File: src/rtl/y86_pkg.sv
// Shared Y86-64 encodings: instruction codes, status codes, condition functions
// and the default datapath width.
package y86_pkg;

  localparam int unsigned WORD_W = 64;

  typedef enum logic [3:0] {
    NOP    = 4'h1,
    CMOVXX = 4'h2,
    OPQ    = 4'h6,
    JXX    = 4'h7
  } icode_e;

  typedef enum logic [2:0] {
    AOK = 3'd1,
    HLT = 3'd2,
    ADR = 3'd3,
    INS = 3'd4
  } stat_e;

  typedef enum logic [3:0] {
    C_YES = 4'h0,
    C_LE  = 4'h1,
    C_L   = 4'h2,
    C_E   = 4'h3,
    C_NE  = 4'h4,
    C_GE  = 4'h5,
    C_G   = 4'h6
  } cond_e;

  localparam logic [3:0] RNONE = 4'hF;

  function automatic logic stat_is_exc(input logic [2:0] s);
    return (s == ADR) || (s == INS) || (s == HLT);
  endfunction

endpackage

File: src/rtl/exec_cc_unit_cond_eval.sv
// Combinational jXX/cmovXX condition evaluation against a ZF/SF/OF triple.
module cond_eval
  import y86_pkg::*;
(
  input  logic [3:0] ifun,
  input  logic       zf,
  input  logic       sf,
  input  logic       of,
  output logic       cnd
);

  logic lt;

  always_comb begin
    lt  = sf ^ of;
    cnd = 1'b0;
    case (ifun)
      C_YES:   cnd = 1'b1;
      C_LE:    cnd = lt | zf;
      C_L:     cnd = lt;
      C_E:     cnd = zf;
      C_NE:    cnd = ~zf;
      C_GE:    cnd = ~lt;
      C_G:     cnd = ~lt & ~zf;
      default: cnd = 1'b0;
    endcase
  end

endmodule

File: src/rtl/exec_cc_unit.sv
// Execute-stage condition-code register, branch/cmov resolution and the
// E->M pipeline register for the Y86-64 pipeline.
module exec_cc_unit
  import y86_pkg::*;
#(
  parameter int unsigned WORD_W = 64
) (
  input  logic              clk,
  input  logic              rst,
  input  logic [3:0]        E_icode,
  input  logic [3:0]        E_ifun,
  input  logic [2:0]        E_stat,
  input  logic [WORD_W-1:0] E_valA,
  input  logic [3:0]        E_dstE,
  input  logic [WORD_W-1:0] e_valE,
  input  logic              e_of,
  input  logic [2:0]        m_stat,
  input  logic [2:0]        W_stat,
  input  logic              M_bubble,
  output logic              cc_zf,
  output logic              cc_sf,
  output logic              cc_of,
  output logic              e_cnd,
  output logic [3:0]        e_dstE,
  output logic [3:0]        M_icode,
  output logic [2:0]        M_stat,
  output logic              M_cnd,
  output logic [WORD_W-1:0] M_valE,
  output logic [WORD_W-1:0] M_valA,
  output logic [3:0]        M_dstE,
  output logic              mispredict
);

  logic zf_q, sf_q, of_q;
  logic zf_d, sf_d, of_d;
  logic raw_cnd;
  logic set_cc;

  logic [3:0]        m_icode_q, m_icode_d;
  logic [2:0]        m_stat_q,  m_stat_d;
  logic              m_cnd_q,   m_cnd_d;
  logic [WORD_W-1:0] m_vale_q,  m_vale_d;
  logic [WORD_W-1:0] m_vala_q,  m_vala_d;
  logic [3:0]        m_dste_q,  m_dste_d;

  cond_eval u_cond_eval (
    .ifun (E_ifun),
    .zf   (zf_q),
    .sf   (sf_q),
    .of   (of_q),
    .cnd  (raw_cnd)
  );

  always_comb begin
    e_cnd  = ((E_icode == JXX) || (E_icode == CMOVXX)) && raw_cnd;
    e_dstE = ((E_icode == CMOVXX) && !e_cnd) ? RNONE : E_dstE;
    set_cc = (E_icode == OPQ) && !stat_is_exc(m_stat) && !stat_is_exc(W_stat);
  end

  // The CC ignores M_bubble: a bubbled OPq still commits its flags.
  always_comb begin
    zf_d = zf_q;
    sf_d = sf_q;
    of_d = of_q;
    if (set_cc) begin
      zf_d = (e_valE == '0);
      sf_d = e_valE[WORD_W-1];
      of_d = e_of;
    end
  end

  always_comb begin
    m_icode_d = E_icode;
    m_stat_d  = E_stat;
    m_cnd_d   = e_cnd;
    m_vale_d  = e_valE;
    m_vala_d  = E_valA;
    m_dste_d  = e_dstE;
    if (M_bubble) begin
      m_icode_d = NOP;
      m_stat_d  = AOK;
      m_cnd_d   = 1'b0;
      m_vale_d  = '0;
      m_vala_d  = '0;
      m_dste_d  = RNONE;
    end
  end

  always_ff @(posedge clk) begin
    if (rst) begin
      zf_q      <= 1'b1;
      sf_q      <= 1'b0;
      of_q      <= 1'b0;
      m_icode_q <= NOP;
      m_stat_q  <= AOK;
      m_cnd_q   <= 1'b0;
      m_vale_q  <= '0;
      m_vala_q  <= '0;
      m_dste_q  <= RNONE;
    end else begin
      zf_q      <= zf_d;
      sf_q      <= sf_d;
      of_q      <= of_d;
      m_icode_q <= m_icode_d;
      m_stat_q  <= m_stat_d;
      m_cnd_q   <= m_cnd_d;
      m_vale_q  <= m_vale_d;
      m_vala_q  <= m_vala_d;
      m_dste_q  <= m_dste_d;
    end
  end

  assign cc_zf      = zf_q;
  assign cc_sf      = sf_q;
  assign cc_of      = of_q;
  assign M_icode    = m_icode_q;
  assign M_stat     = m_stat_q;
  assign M_cnd      = m_cnd_q;
  assign M_valE     = m_vale_q;
  assign M_valA     = m_vala_q;
  assign M_dstE     = m_dste_q;
  assign mispredict = (m_icode_q == JXX) && !m_cnd_q;

endmodule

File: config.mk
export PLATFORM = sky130hd
export DESIGN_NAME = exec_cc_unit
export DESIGN_NICKNAME = d
export VERILOG_FILES = /design/src/rtl/y86_pkg.sv /design/src/rtl/exec_cc_unit_cond_eval.sv /design/src/rtl/exec_cc_unit.sv
export SDC_FILE = /design/constraint.sdc
export NUM_CORES = 1
export LEC_CHECK = 0
export ABC_AREA = 1
export CAP_MARGIN = 20
export CORE_AREA = 2 2 116 118
export DETAILED_ROUTE_END_ITERATION = 12
export DIE_AREA = 0 0 118 120
export PLACE_DENSITY = 0.8
export SETUP_SLACK_MARGIN = 0.05
export SYNTH_ARGS = -nofsm -noshare
export SYNTH_HDL_FRONTEND = slang
export SYNTH_SLANG_ARGS = --single-unit
export TNS_END_PERCENT = 30
File: constraint.sdc
create_clock -name clk -period 1.67 [get_ports clk]
set_input_delay 0.334 -clock clk [delete_from_list [all_inputs] [get_ports clk]]
set_output_delay 0.334 -clock clk [all_outputs]
set_load 0.01 [all_outputs]
==> metrics.md, run 1 <==
| Metric | Value |
|---|---|
| Crit-path max cell delay | `330 ps` |
| R2r worst-path depth | `9` |
| Outcome | `finished, violations left` |
| Final hold violation count | `0` |
| Total Wirelength | `14800 um` |
| Post-synthesis sequential area ratio | `61.9%` |
| Grt total ovfl | `0` |
| Synth warn | `0` |
| Antenna Nets Post-Route | `0` |
| Synth cell types | `19` |
| Cell chain of the critical path | `nand2_2 -> inv_2 -> nor2_4 -> nand2_1 -> nand2_1 -> nand2_1 -> nand2_2 -> nand2_4 -> nand2_1 -> buf_2` |
| # H-tree levels | `4` |
| Vias in the first global route | `4345` |
| Max-cap violation count | `0` |
| Core area | `0.0130 mm2` |
| Fmax achieved | `0.534 GHz` |
| Root Buffer | `clkbuf_16` |
| Net Count, Synth | `699` |
| Fillers | `1060` |
| Required @ worst endpoint | `1340 ps` |
| Clock skew | `2.92 ps` |
| CTS tree | `done` |
| Avg Inst Size Synth | `8.47 um2` |
| Crit Path Class | `register to primary output` |
| WHS | `345 ps` |
| CP startpoint kind | `register` |
| Max VDD drop | `590 uV` |
| Pwr Density | `982 mW/mm2` |
| Routed WL per cell | `13.9 um` |
| HPWL Detailed | `11400 um` |
| Most used cell, CP | `nand2_1` |
| Clock Tree Buf Depth | `2` |
| Number of DRC markers in iteration 0 | `170` |
| Fin crit share | `112%` |
| Failing checks | `negative setup slack` |
| Via count | `4362` |
| Die ar. | `0.0142 mm2` |
| Num rows | `42` |
| Port Buffers | `301` |
| CTS Buf Count | `17` |
| Initial core utilization | `35.6%` |
| Worst-path fanout max | `7` |
| Post-layout util | `66.7%` |
| CP max stage cell | `dfxtp_2` |
| CP Data Arrival Time | `1540 ps` |
| Mapped Cells | `546` |
| CTS Sinks | `143` |
| GPL Wtd Cong | `0.830` |
| Later-pin clock latency in the skew report | `410 ps` |
| First-pass GRT wire length | `22100 um` |
| Final setup fails | `5` |
| Via density | `4.08` |
| DRC viols | `0` |
| Hold Path Stages | `3` |
| Total track usage | `20.6%` |
| Reg clk slew, reported paths | `60 ps` |
| FF+latch count, synth | `143` |
| Worst slew margin | `79.8%` |
| Pin count of the biggest net entering global routing | `29` |
| Post-route worst setup slack | `-202 ps` |
| # hold bufs at CTS | `0` |
| Drt pass-1 iters | `4` |
| Final min period | `1870 ps` |
| Die X | `118 um` |
| Synth-to-layout area growth | `87.4%` |
| Initial antenna violation count | `0` |
| Final net count | `1033` |
| Post-synthesis cell area | `0.00462 mm2` |
| Count of pins over their slew limit | `0` |
| Die height | `120 um` |
| I/O pin total | `302` |
| # diodes | `0` |
| RSZ-0062 raised after global routing | `yes` |
| Worst hold path class | `input pin to register` |
| P_leak | `5.14 nW` |
| Layout cells sized above 1 | `14.0%` |
| Worst setup EP type | `primary output` |
| Worst-margin pin slew | `304 ps` |
==> layout make-up <==
cell class | count | area [um2] | share of cell area (%)
clock buffer | 21 | 450 | 5.20
tap | 176 | 220 | 2.54
multi-input combinational | 238 | 1110 | 12.8
timing repair buffer | 329 | 3290 | 37.9
sequential | 143 | 2870 | 33.1
inverter | 151 | 569 | 6.57
clock inverter | 10 | 161 | 1.86
==> cell usage after synthesis, drive strengths merged <==
cell / instances / area share (%)
nor3: 1 / 0.35
dfxtp: 143 / 62
a21oi: 3 / 0.32
buf: 14 / 2.2
or2: 2 / 0.27
nand3: 21 / 2.3
inv: 151 / 12
nand4: 1 / 0.14
nor4: 1 / 0.14
o21ai: 2 / 0.30
nand2: 35 / 3.2
nor2: 172 / 17
==> flip-flops by register name, summed over array words and instances, names as in the netlist <==
register	count
cc_of	1
M_valE	64
M_valA	64
cc_zf	1
M_cnd	1
M_stat	3
cc_sf	1
M_icode	4
M_dstE	4
==> timing repair <==
action                     in CTS  in global routing
resized for setup              97                 59
setup buffers                   2                  1
pin swaps                       5                  1
setup endpoints to repair      62                 64
==> path summary, 6_finish.rpt <==
| check | startpoint | endpoint | slack (ps) |
|---|---|---|---|
| worst max-delay path | cc_sf$_SDFFE_PP0P_ | e_dstE[1] | -200 |
| worst min-delay path | E_icode[2] | M_icode[2]$_SDFF_PP0_ | 350 |
| worst min register to register | cc_sf$_SDFFE_PP0P_ | cc_sf$_SDFFE_PP0P_ | 500 |
| worst max register to register | cc_of$_SDFFE_PP0P_ | M_dstE[2]$_SDFF_PP1_ | 410 |
==> metrics by stage <==
stage	instance area (um2)	TNS (ps)	instances	worst slack (ps)	power (W)
global route	8660	-1420	1068	-296	0.00884
finish	8660	-965	1068	-202	0.00851
detailed placement	7970	-4360	1034	-760	0.00473
CTS	8510	-1020	1067	-213	0.00860
global placement	7970	-3850	1034	-719	0.00471
floorplan	4620	0	546	345	0.00398
==> power breakdown <==
part           switching [W]  internal, W  total (W)
Combinational       0.000418     0.000598    0.00102
Sequential         0.0000340      0.00355    0.00358
Clock                0.00138      0.00253    0.00391
==> cells in the final DEF (no fill, tap or decap), types with 6 or more instances in the layout <==
cell             count
nand2_1             29
dlygate4sd2_1       63
dlymetal6s2s_1      59
buf_2                6
nand3_1             21
nor2_1             126
nor2_2              42
clkdlybuf4s50_1    173
buf_4               26
dfxtp_1            140
clkbuf_16           17
inv_1              145
==> worst max-delay path, delay by kind of cell (launching register included) <==
family	cells	cell delay, ps
simple gates	8	630
flops	1	330
buf+inv	2	170
==> cells by family after synthesis <==
kind of cell | share of synthesized area (%)
AOI/OAI and AO/OA | 0.622
buffers and inverters | 14.5
DFF | 61.9
and+or+nand+nor | 23.0
==> per-layer routing <==
metal	vias to the layer above	global-route usage [%]	wire [um]
met3	36	7.22	1020
li1	2196	-	-
met5	-	0	0
met1	1942	20.6	5400
met2	188	37.8	7970
met4	0	10.5	456
No activity file was read; power rests on OpenSTA's default activity.
==> run 2, diff against run 1 <==
ABC_AREA = not set   (was 1)
CAP_MARGIN = not set   (was 20)
CORE_AREA = not set   (was 2 2 116 118)
CORE_MARGIN = 2   (was not set)
CORE_UTILIZATION = 31   (was not set)
DIE_AREA = not set   (was 0 0 118 120)
PLACE_DENSITY = 0.76   (was 0.8)
clock period = 1.7 ns   (was 1.67 ns; I/O delays follow)
==> run 2 against run 1 <==
The flow still finishes with violations (negative setup slack). Setup slack worse by 230 ps. Power is 2.3% lower. Non-clock buffer count fell by 2. Final area decreased by 3.7%. Synthesized area shrank 9.7%. First-iteration DRC count decreased by 24%. Flip-flop and latch count is the same. Critical endpoint is now e_dstE[0]. Largest cell class unchanged.
==> metrics.md, run 2 <==
| Metric | Value |
|---|---|
| Max-cap violation count | `0 (unchanged)` |
| Clock skew | `7.89 ps (+4.98 ps)` |
| Clock Tree Buf Depth | `2 (unchanged)` |
| Synth warn | `0 (unchanged)` |
| Crit Path Class | `register to primary output` |
| Num rows | `42 (unchanged)` |
| Hold path start | `E_icode[1]` |
| Tot Pwr | `0.00831 W (-2.3%)` |
| Mapped Cells | `355 (-35%)` |
| Number of DRC markers in iteration 0 | `130 (-24%)` |
| Area share of the largest cell type after synthesis | `68.5% (+6.6 points)` |
| FF+latch count, synth | `143 (unchanged)` |
| Hold Path Stages | `4 (+1)` |
| Adder-cell area share of the yosys netlist | `0% (unchanged)` |
| # diodes | `0 (unchanged)` |
| Post-route worst setup slack | `-429 ps (-227 ps)` |
| R2R Path Start | `cc_zf$_SDFFE_PP1P_` |
| Mux contribution to synthesized area | `0.479% (+0.48 points)` |
| Top sig layer | `met4` |
| RSZ-0062 raised after global routing | `yes` |
| Grt total ovfl | `0 (unchanged)` |
| Layout cells sized above 1 | `11.6% (-2.4 points)` |
| HPWL Detailed | `10200 um (-10%)` |
| CP Data Arrival Time | `1790 ps (+250 ps)` |
| Post-synthesis cell area | `0.00418 mm2 (-9.7%)` |
| Worst slew margin | `76.4% (-3.3 points)` |
| Worst-margin pin slew | `350 ps (+46.6 ps)` |
| # H-tree levels | `4 (unchanged)` |
| Later-pin clock latency in the skew report | `410 ps (about the same)` |
| Die height | `120 um (about the same)` |
| Net Count, Synth | `508 (-27%)` |
| Synth-to-layout area growth | `99.8%` |
| Simple-Gate Fraction of Synth Area | `27.1% (+4.1 points)` |
| Synth area leader | `dfxtp_1` |
| Most frequent cells in the layout | `clkdlybuf4s50_1, dfxtp_1, and2_1` |
| Pwr Density | `996 mW/mm2 (+1.4%)` |
| Compound-Gate Fraction of Synth Area | `1.74% (+1.1 points)` |
| Max VDD drop | `598 uV (+1.3%)` |
| Final hold violation count | `0 (unchanged)` |
| Avg Inst Size Synth | `11.8 um2 (+39%)` |
| Via density | `4.15 (+1.7%)` |
| DRC viols | `0 (unchanged)` |
| GPL Wtd Cong | `0.806 (-2.8%)` |
| Final min period | `2130 ps` |
| I/O pin total | `302 (unchanged)` |
| P_leak | `3.68 nW (-28%)` |
| Post-synthesis sequential area ratio | `68.5% (+6.6 points)` |
| Post-synth ARST share | `0% (unchanged)` |
| Root Buffer | `clkbuf_16` |
| Via count | `3633 (-17%)` |
| Pin count of the biggest net entering global routing | `78 (+170%)` |
| CTS Buf Count | `17 (unchanged)` |
| Leading cell type in the layout, fill and taps excluded | `clkdlybuf4s50_1` |
| Crit Reg-Reg Endpoint | `M_dstE[1]$_SDFF_PP1_` |
| Worst-path fanout max | `5 (-2)` |
| Fillers | `1042 (-1.7%)` |
| Worst hold path class | `input pin to register` |
| Vias in the first global route | `3810 (-12%)` |
| CTS tree | `done` |
| Outcome | `finished, violations left` |
| Main combinational cell family by area after synthesis | `simple AND/OR/NAND/NOR gates` |
| Reg clk slew, reported paths | `60 ps (about the same)` |
| Fmax achieved | `0.470 GHz` |
| Number of synthesized flops with an enable pin | `0 (unchanged)` |
| # hold bufs at CTS | `0 (unchanged)` |
| Routed WL per cell | `15.1 um (+8.7%)` |
| Setup slack, reg-to-reg | `170 ps (-240 ps)` |
| Initial core utilization | `31.7% (-4.0 points)` |
| Initial antenna violation count | `0 (unchanged)` |
| Antenna Nets Post-Route | `0 (unchanged)` |
| First-pass GRT wire length | `19500 um (-12%)` |
| Worst Hold End | `M_icode[1]$_SDFF_PP0_` |
| CTS Sinks | `143 (unchanged)` |
| Port Buffers | `301 (unchanged)` |
| Total track usage | `17.7% (-2.9 points)` |
| Fin crit share | `125%` |
| Die X | `120 um (+1.8%)` |
| Synth cell types | `27 (+8)` |
| Synth area leaders | `dfxtp_1, and2_1, nor4_1` |
| Count of pins over their slew limit | `0 (unchanged)` |
| Core area | `0.0132 mm2 (+1.6%)` |
| Die ar. | `0.0144 mm2 (+1.8%)` |
| Most common cell in the netlist | `dfxtp_1` |
| Worst setup EP type | `primary output` |
| Main flop type after synthesis | `dfxtp_1` |
| Commonest cells post-synth | `dfxtp_1, and2_1, nor4_1` |
| Drt pass-1 iters | `4 (unchanged)` |
| Met3 WL | `1030 um (+1.4%)` |
| Final setup fails | `5 (unchanged)` |
| CP startpoint kind | `register` |
| Met1 wire length | `5080 um (-5.9%)` |
| Met2 wire length | `6760 um (-15%)` |
| R2r worst-path depth | `7 (-2)` |
| Post-Synth XOR/XNOR Area | `0.419% (+0.42 points)` |
| Final net count | `839 (-19%)` |
| Required @ worst endpoint | `1360 ps (+20 ps)` |
| Total Wirelength | `13200 um (-11%)` |
| Failing checks | `negative setup slack` |
| Setup WS pre-CTS | `-916 ps (-157 ps)` |
## run 2: changes by cell type in the layout (fill, tap and decap cells not counted), moves of 5 or more
cell             delta
and2_1            +133
buf_2               -5
clkdlybuf4s50_1    +81
dlygate4sd2_1      -43
dlymetal6s2s_1     -37
inv_1             -142
nand2_1            -29
nand2_2             -5
nand3_1            -21
nor2_1            -120
nor2_2             -42
nor4_1             +15
## run 2: power breakdown
group	switching, W	internal (W)
Sequential	0.0000364	0.00348
Combinational	0.000318	0.000638
Clock	0.00138	0.00245
Total	0.00174	0.00657
## run 2: metrics by stage
| stage | util, % | hold slack (ps) | std cells | setup TNS (ps) | area [um2] |
|---|---|---|---|---|---|
| after floorplan | - | 411 | 355 | 0 | 4180 |
| after CTS | 62.1 | 460 | 875 | -2550 | 8190 |
| final | 63.3 | 323 | 875 | -2050 | 8340 |
| after global placement | 57.5 | 588 | 842 | -6460 | 7590 |
| after global routing | 63.3 | 319 | 875 | -2540 | 8340 |
| after detailed placement | 57.5 | 619 | 842 | -6650 | 7590 |
## run 2: what timing repair did
action                                  CTS  global route
cloned                                    0             0
pin swaps                                 2             5
setup buffers                             1             0
endpoints found under the setup margin   24            32
resized for setup                        45            37
## run 2: worst max path at each step
| stage | slack (ps) | from | to | cells after the start |
|---|---|---|---|---|
| finish | -430 | cc_zf$_SDFFE_PP1P_ | e_dstE[0] | 7 |
| global route | -530 | cc_zf$_SDFFE_PP1P_ | e_dstE[0] | 7 |
| CTS | -530 | cc_zf$_SDFFE_PP1P_ | e_dstE[0] | 7 |
| detailed placement | -920 | E_ifun[0] | e_dstE[0] | 8 |
| global placement | -900 | E_ifun[0] | e_dstE[0] | 8 |
| floorplan | 60 | E_ifun[0] | e_dstE[0] | 5 |
## run 2: layer usage
layer  track usage (%)  vias up
met4              8.82        0
met1              18.3     1638
met3              6.08       28
met2              31.7      165
met5                 0        -
li1                  -     1802
## run 2: final cells by class
type	instances	area, um2	share of cell area (%)
tap	176	220	2.64
sequential	143	2870	34.4
inverter	4	15.0	0.180
multi-input combinational	193	1350	16.1
clock buffer	18	429	5.14
clock inverter	14	190	2.28
timing repair buffer	327	3280	39.3
## run 2: cells by family (layout without fill, tap and decap cells)
| family | count (synthesis) | in the layout |
|---|---|---|
| AND/OR/NAND/NOR | 180 | 180 |
| flip-flops | 143 | 143 |
| buffers and inverters | 19 | 363 |
| AO/OA/AOI/OAI | 9 | 9 |
| XOR/XNOR | 2 | 2 |
| multiplexers | 2 | 2 |
## run 2: worst max-delay path: stages, from the launching register on
cell,delay (ps)
dfxtp_4,370
nor2b_4,50
a2111oi_4,300
o21ai_2,110
o21ai_2,210
buf_12,160
nand2b_4,50
buf_6,110
==> run 3, diff against run 2 <==
CORE_MARGIN = not set   (was 2)
CORE_UTILIZATION = 30   (was 31)
PLACE_DENSITY = 0.74   (was 0.76)
==> run 3 against run 2 <==
Critical path depth stayed put. Combinational power is 2% lower. Largest power group unchanged. Clock power hardly changed. Cell count is 0.23% lower. The flow still finishes with violations (negative setup slack). Largest cell class unchanged. Power hardly changed.
==> metrics.md, run 3 (synthesis results as in run 2) <==
| Metric | Value |
|---|---|
| Outcome | `finished, violations left` |
| Failing checks | `negative setup slack` |
| Layout cells sized above 1 | `11.6% (+0.050 points)` |
| Worst slew margin | `78.2% (+1.8 points)` |
| HPWL Detailed | `10100 um (-1.3%)` |
| CTS Sinks | `143 (unchanged)` |
| CP Data Arrival Time | `1750 ps (-40 ps)` |
| Routed WL per cell | `15.1 um (-0.20%)` |
| P_leak | `3.72 nW (+1.0%)` |
| Via density | `4.15 (about the same)` |
| I/O pin total | `302 (unchanged)` |
| DRC viols | `0 (unchanged)` |
| Pwr Density | `994 mW/mm2 (-0.21%)` |
| Hold path start | `e_valE[25]` |
| Initial antenna violation count | `1 (+1)` |
| Required @ worst endpoint | `1360 ps (about the same)` |
| CP startpoint kind | `input pin` |
| Core area | `0.0134 mm2 (+1.6%)` |
| Max VDD drop | `572 uV (-4.4%)` |
| Switching part of the total | `20.1% (-0.80 points)` |
| Fillers | `1077 (+3.4%)` |
| Final net count | `836 (-0.36%)` |
| Die height | `120 um (about the same)` |
| Worst hold path class | `input pin to register` |
| R2r worst-path depth | `8 (+1)` |
| Total track usage | `18.0% (+0.23 points)` |
| Clock skew | `3.09 ps (-4.80 ps)` |
| Antenna Nets Post-Route | `0 (unchanged)` |
| Power share of the clock group | `46.3% (+0.2 points)` |
| RSZ-0062 raised after global routing | `yes` |
| Worst-path fanout max | `7 (+2)` |
| Finished layout cell area | `0.00836 mm2 (+0.15%)` |
| Final min period | `2090 ps (-36.1 ps)` |
| Synth-to-layout area growth | `100%` |
| Later-pin clock latency in the skew report | `400 ps (about the same)` |
| Total Wirelength | `13200 um (-0.43%)` |
| Setup TNS | `-1930 ps (+120 ps)` |
| Port Buffers | `301 (unchanged)` |
| Number of DRC markers in iteration 0 | `118 (-9.2%)` |
| Via count | `3625 (-0.22%)` |
| Crit Path Class | `input pin to primary output` |
| Num rows | `42 (unchanged)` |
| Sequential power share | `42.4% (about the same)` |
| Vias in the first global route | `3686 (-3.3%)` |
| Tot Pwr | `0.00830 W (about the same)` |
| Max-cap violation count | `0 (unchanged)` |
| Post-route worst setup slack | `-393 ps (+36.1 ps)` |
| Final hold violation count | `0 (unchanged)` |
| Die ar. | `0.0144 mm2 (-0.13%)` |
| CTS Buf Count | `17 (unchanged)` |
| Worst-margin pin slew | `327 ps (-23.2 ps)` |
| Die X | `120 um (about the same)` |
| R2R Path Start | `cc_zf$_SDFFE_PP1P_` |
| # hold bufs at CTS | `0 (unchanged)` |
| Worst setup path endpoint | `e_dstE[2]` |
| Fin crit share | `123% (-2.1 points)` |
| First-pass GRT wire length | `19300 um (-0.68%)` |
| # H-tree levels | `4 (unchanged)` |
| Combinational Power Share | `11.3% (-0.2 points)` |
| Drt pass-1 iters | `4 (unchanged)` |
| Pin count of the biggest net entering global routing | `103 (+32%)` |
| Placement-stage cell area | `0.00753 mm2 (-0.76%)` |
| Leading cell type in the layout, fill and taps excluded | `clkdlybuf4s50_1` |
| Psw | `0.00167 W (-3.9%)` |
| Root Buffer | `clkbuf_16` |
| Int Power | `0.00664 W (+0.95%)` |
| Worst setup EP type | `primary output` |
| Count of pins over their slew limit | `0 (unchanged)` |
| Most frequent cells in the layout | `clkdlybuf4s50_1, dfxtp_1, and2_1` |
| Crit path launch | `E_ifun[3]` |
| Fmax achieved | `0.478 GHz (+1.7%)` |
| CTS tree | `done` |
| Clock Tree Buf Depth | `2 (unchanged)` |
| GPL Wtd Cong | `0.829 (+2.8%)` |
| WHS | `204 ps (-119 ps)` |
| Final setup fails | `5 (unchanged)` |
| Initial core utilization | `31.2% (-0.50 points)` |
| Reg clk slew, reported paths | `50 ps (about the same)` |
| Setup slack, reg-to-reg | `170 ps (about the same)` |
| Grt total ovfl | `0 (unchanged)` |
| Crit Reg-Reg Endpoint | `M_dstE[1]$_SDFF_PP1_` |
## run 3: cell types whose count changed in the layout (fill, tap and decap cells not counted), sizes merged, moves of 2 or more
cell	change
clkinv	-2
dlymetal6s2s	+11
clkdlybuf4s50	-7
clkbuf	+4
dlygate4sd2	-4
buf	-3
## run 3: how the worst min path moves through the flow
stage	end	slack, ps	cells past startpoint
finish	M_valE[25]$_SDFF_PP0_	200	2
global route	M_valE[41]$_SDFF_PP0_	210	2
CTS	M_valA[33]$_SDFF_PP0_	470	2
detailed placement	cc_sf$_SDFFE_PP0P_	610	3
global placement	cc_of$_SDFFE_PP0P_	590	3
floorplan	M_icode[1]$_SDFF_PP0_	410	1
## run 3: through the flow
step / setup WS, ps / util (%) / instances
floorplan: 57.9 / - / 355
global placement: -914 / 56.2 / 836
detailed placement: -966 / 56.2 / 836
CTS: -418 / 61.3 / 870
global route: -518 / 62.3 / 872
finish: -393 / 62.4 / 873
## run 3: cell type report
type / count / area (um2) / share of cell area [%]
Timing Repair Buffer: 324 / 3260 / 39.0
Sequential cell: 143 / 2870 / 34.3
Multi-Input combinational cell: 193 / 1370 / 16.4
Clock buffer: 22 / 464 / 5.56
Tap cell: 176 / 220 / 2.64
Clock inverter: 10 / 160 / 1.92
Inverter: 4 / 15.0 / 0.180
Antenna cell: 1 / 2.50 / 0.0299
## run 3: layer usage
layer  GRT usage [%]  share of wire (%)  vias up
met3            6.08                8.0       28
met5               0                  0        -
met2            31.8                 52      165
met4            9.38                2.2        0
met1            18.7                 38     1635
li1                -                  -     1797
## run 3: power groups by stage
stage | Sequential [W] | Clock, W | Combinational, W
2_1_floorplan | 0.00366 | 0 | 0.000150
3_3_place_gp | 0.00359 | 0 | 0.000922
3_5_place_dp | 0.00360 | 0 | 0.000936
4_1_cts | 0.00352 | 0.00394 | 0.000944
5_1_grt | 0.00353 | 0.00411 | 0.000997
6_report | 0.00352 | 0.00384 | 0.000939
## run 3: worst max-delay path, cell delays in order
cell             delay (ps)
clkdlybuf4s50_1         450
a2111oi_4               340
o21ai_2                 110
o21ai_2                 180
buf_12                  150
nand2b_1                 50
buf_2                   130
## run 3: repair_timing
item / CTS / global route
setup buffers: 2 / 2
pin swaps: 7 / 12
endpoints found under the setup margin: 22 / 26
resized for setup: 52 / 40
==> patch 1, RTL diff (flow settings as in run 2) <==
`WORD_W` is set to 64 in 2 places; all go to 60.
--- a/src/rtl/y86_pkg.sv
+++ b/src/rtl/y86_pkg.sv
@@ -4,3 +4,3 @@
 
-  localparam int unsigned WORD_W = 64;
+  localparam int unsigned WORD_W = 60;
 
--- a/src/rtl/exec_cc_unit.sv
+++ b/src/rtl/exec_cc_unit.sv
@@ -5,3 +5,3 @@
 #(
-  parameter int unsigned WORD_W = 64
+  parameter int unsigned WORD_W = 60
 ) (
Interface: changed (resized E_valA, M_valA, M_valE and e_valE); port bits go from 302 to 286. No check against the original RTL was run, so the function may have changed too.
==> patch 1 against run 2 <==
  * The run still ends with setup timing left
  * Sequential cell count fell by 8
  * Total power fell by 1.6%
  * Clock power rose by 3%
  * Final area decreased by 3.2%
  * Fmax increased by 0.15%
  * Highest routed layer unchanged
  * Clock skew shrank 0.0046 ns
  * Die area shrank 5.1%
  * Synthesized area down 5.3%
  * Critical path type is now input port to output pin
  * Routed wire length down 4.8%
  * Largest cell class unchanged
  * Worst setup slack improved by 0.0032 ns
==> patch 1: results (changes against run 2) <==
stage	metric	value	unit	change
clock_tree	Resized Gates After CTS	40		-11%
worst_hold_path	hold path depth	3		-1
sta	Hold WS	0.303	ns	-0.0201 ns
yosys	number of distinct library cells after synthesis	28		+3.7%
placed_design	port bufs	285		-5.3%
yosys	Synth Area in Compound Gates	1.83	%	+0.097 points
detailed_routing	Via Count	3523		-3.0%
outcome	outcome	finished, violations left		
grt	Total GRT Usage	17.5	%	-0.23 points
sta	final setup violation count	5		unchanged
layout	Multi-input gate area	1280	sq um	-4.6%
layout	fill cell count	996		-4.4%
layout	layout cells sized above 1	13.0	%	+1.4 points
yosys	post-synthesis xor/xnor area fraction	0.443	%	+0.023 points
critical_path	delay-heaviest family, CP	buffers and inverters		
yosys	post-synthesis mux area share	0.506	%	+0.027 points
grt	first-pass GRT wire length	17600	um	-9.4%
placed_design	placed cell area	7200	sq um	-5.1%
critical_path	CP Capture Point	e_dstE[1]		
yosys	synth cell count leaders	135 x dfxtp_1, 125 x and2_1, 16 x nor4_1		
grt	largest net degree at the start of global routing	37		-53%
sta	Clock Skew	0.00332	ns	-0.00457 ns
detailed_routing	wire per inst	14.9	um	-1.2%
outcome	violations in the final reports	setup timing		
grt	vias in the first global route	3592		-5.7%
yosys	syn nets	482		-5.1%
placed_design	Placer Congestion	0.868		+7.6%
critical_path	slowest cell on the critical path	clkdlybuf4s50_1		
sta	Setup WS post-layout	-0.426	ns	+0.00315 ns
sta	Final TNS setup	-2.05	ns	+0.00594 ns
grt	initial antenna violation count	1		+1
layout	final std cells w/o fill	843		-3.7%
pwr	Static Leakage	3.79	nW	+3.1%
[patch 1: layout make-up]
type,count,area share [%]
timing repair buffer,315,39.6
multi-input combinational,184,15.9
sequential,135,33.5
inverter,4,0.186
antenna,1,0.0310
tap,172,2.67
clock buffer,21,5.95
clock inverter,11,2.09
[patch 1: per-layer routing]
metal | global-route usage, % | part of all wire, % | vias to the layer above
met5 | 0 | 0 | -
met4 | 7.92 | 2.5 | 0
met3 | 9.22 | 12 | 27
met2 | 31.1 | 51 | 185
met1 | 16.8 | 35 | 1575
li1 | - | - | 1736
[patch 1: worst min path at each step]
stage                     startpoint         end
after floorplan                  rst  M_icode[1]
after global placement         cc_of       cc_of
after detailed placement       cc_of       cc_of
after CTS                 E_valA[13]  M_valA[13]
after global routing      E_icode[3]  M_icode[3]
final                     E_icode[0]  M_icode[0]
[patch 1: where the power goes]
part	leakage [nW]	switching [W]	internal [W]
registers	1.11	0.0000325	0.00329
clock network	0.319	0.00134	0.00261
logic	2.36	0.000302	0.000604
==> patch 2, RTL diff (settings of run 2) <==
Made on the original files. Add an input register stage for `E_ifun`, without a reset; this delays it by one clock. The other inputs are not delayed to match.
--- a/src/rtl/exec_cc_unit.sv
+++ b/src/rtl/exec_cc_unit.sv
@@ -33,2 +33,8 @@
 
+  logic [3:0] E_ifun_q;
+
+  always_ff @(posedge clk) begin
+    E_ifun_q <= E_ifun;
+  end
+
   logic zf_q, sf_q, of_q;
@@ -46,3 +52,3 @@
   cond_eval u_cond_eval (
-    .ifun (E_ifun),
+    .ifun (E_ifun_q),
     .zf   (zf_q),
Check against the original RTL: not equivalent (a bounded check fails within 4 cycles, from zero or initial values and one cycle with rst high).
==> patch 2 against run 2 <==
  * The run still ends with setup timing left
  * Sequential share of layout area up 0.85 points
  * Total power up 2.0%
  * Clock power up 2%
  * Fmax about the same
  * Worst hold slack better by 0.043 ns
  * Cell count up 0.23%
  * Count of clock-buffer cells in the layout up 3
  * Final area up 0.30%
  * Synthesized area up 1.9%
  * Sequential cell count up 4
  * Routed wire length up 3.8%
  * Worst setup slack worse by 0.00066 ns
  * Critical endpoint is now e_dstE[3]
  * Largest cell class unchanged
==> patch 2: results (changes against run 2) <==
stage	metric	value	unit	change
outcome	outcome	finished, violations left		
outcome	violations in the final reports	setup timing		
yosys	number of synthesized register bits	147		+2.8%
layout	layout cells sized above 1	10.1	%	-1.4 points
critical_path	crit path from	E_icode[1]		
critical_path	CP Capture Point	e_dstE[3]		
yosys	top cells by area, synth	dfxtp_1 69%, and2_1 20%, nor4_1 2.5%		
layout	Inverters	4		unchanged
yosys	syn nets	512		+0.79%
critical_path	worst r2r src	E_ifun_q[0]		
detailed_routing	Via Count	3725		+2.5%
yosys	Seq/Total Area, Yosys	69.1	%	+0.59 points
worst_hold_path	hold path start	E_ifun[2]		
grt	routing usage on met3	7.38	%	+1.3 points
yosys	post-synthesis mux area share	0.470	%	-0.0090 points
layout	Non-CTS buffers	324		-0.92%
detailed_routing	1st-iter DRT viols	144		+11%
placed_design	half-perimeter wire length after placement	10500	um	+2.2%
placed_design	# placed instances	842		unchanged
detailed_routing	metal3 WL	1340	um	+30%
sta	Setup WS post-layout	-0.430	ns	-0.000658 ns
placed_design	Placer Congestion	0.773		-4.2%
layout	Clock-cell share	7.49	%	+0.068 points
grt	global routing met2 resource utilization	33.4	%	+1.6 points
yosys	syn avg cell area	11.9	sq um	+0.78%
layout	Inserted Diodes	1		+1
pwr	worst vdd ir	0.000573	V	-4.2%
sta	Final TNS setup	-2.12	ns	-0.0719 ns
detailed_routing	Post-Route WL	13700	um	+3.8%
detailed_routing	highest routed metal layer	met4		
yosys	post-synthesis xor/xnor area fraction	0.412	%	-0.0079 points
layout	register area	2950	sq um	+2.8%
layout	buffering overhead	38.9	%	-0.40 points
grt	first-pass GRT wire length	19800	um	+1.6%
layout	fill cell count	1077		+3.4%
grt	met1 Use GR	17.0	%	-1.3 points
pwr	Net Sw Power	0.00177	W	+1.9%
grt	largest net degree at the start of global routing	75		-3.8%
grt	initial antenna violation count	1		+1
layout	clock buffer count	21		+3
detailed_routing	M1 wire length	4570	um	-10%
sta	worst slew pin tran	0.375	ns	+0.0249 ns
sta	final setup violation count	5		unchanged
critical_path	setup slack, reg-to-reg	0.20	ns	+0.03 ns
grt	Total GRT Usage	18.1	%	+0.35 points
yosys	Synth Area in Compound Gates	1.70	%	-0.033 points
sta	Clock Skew	0.00740	ns	-0.000496 ns
clock_tree	Resized Gates After CTS	50		+11%
grt	vias in the first global route	3839		+0.76%
critical_path	worst reg2reg endpoint	M_dstE[2]		
layout	Multi-input gate area	1310	sq um	-3.1%
worst_hold_path	hold path endpoint	E_ifun_q[2]		
clock_tree	clock root buffer	clkbuf_16		
yosys	synth cell count leaders	147 x dfxtp_1, 133 x and2_1, 17 x nor4_1		
detailed_routing	metal2 WL	7380	um	+9.2%
## patch 2: worst max-delay path, stage by stage
cell and delay [ns]:
clkdlybuf4s50_1 0.47, inv_2 0.06, or3_4 0.39, nor2_1 0.14
o21ai_2 0.08, buf_6 0.13, nand2b_1 0.06, buf_2 0.12
## patch 2: power by group through the flow
stage	clock network, W	registers (W)	logic, W
finish	0.00392	0.00362	0.000928
floorplan	0	0.00377	0.000150
CTS	0.00400	0.00363	0.000942
global route	0.00417	0.00363	0.000990
detailed placement	0	0.00370	0.000944
global placement	0	0.00370	0.000929
## patch 2: per-stage QoR
stage	cell area [sq um]	worst slack [ns]	total power, W	util [%]	hold slack [ns]
2_1_floorplan	4260	0.0687	0.00392	-	0.368
3_3_place_gp	7630	-0.832	0.00463	57.1	0.593
3_5_place_dp	7630	-0.838	0.00464	57.1	0.618
4_1_cts	8250	-0.492	0.00857	61.8	0.352
5_1_grt	8370	-0.507	0.00879	62.7	0.357
6_report	8370	-0.430	0.00847	62.7	0.366
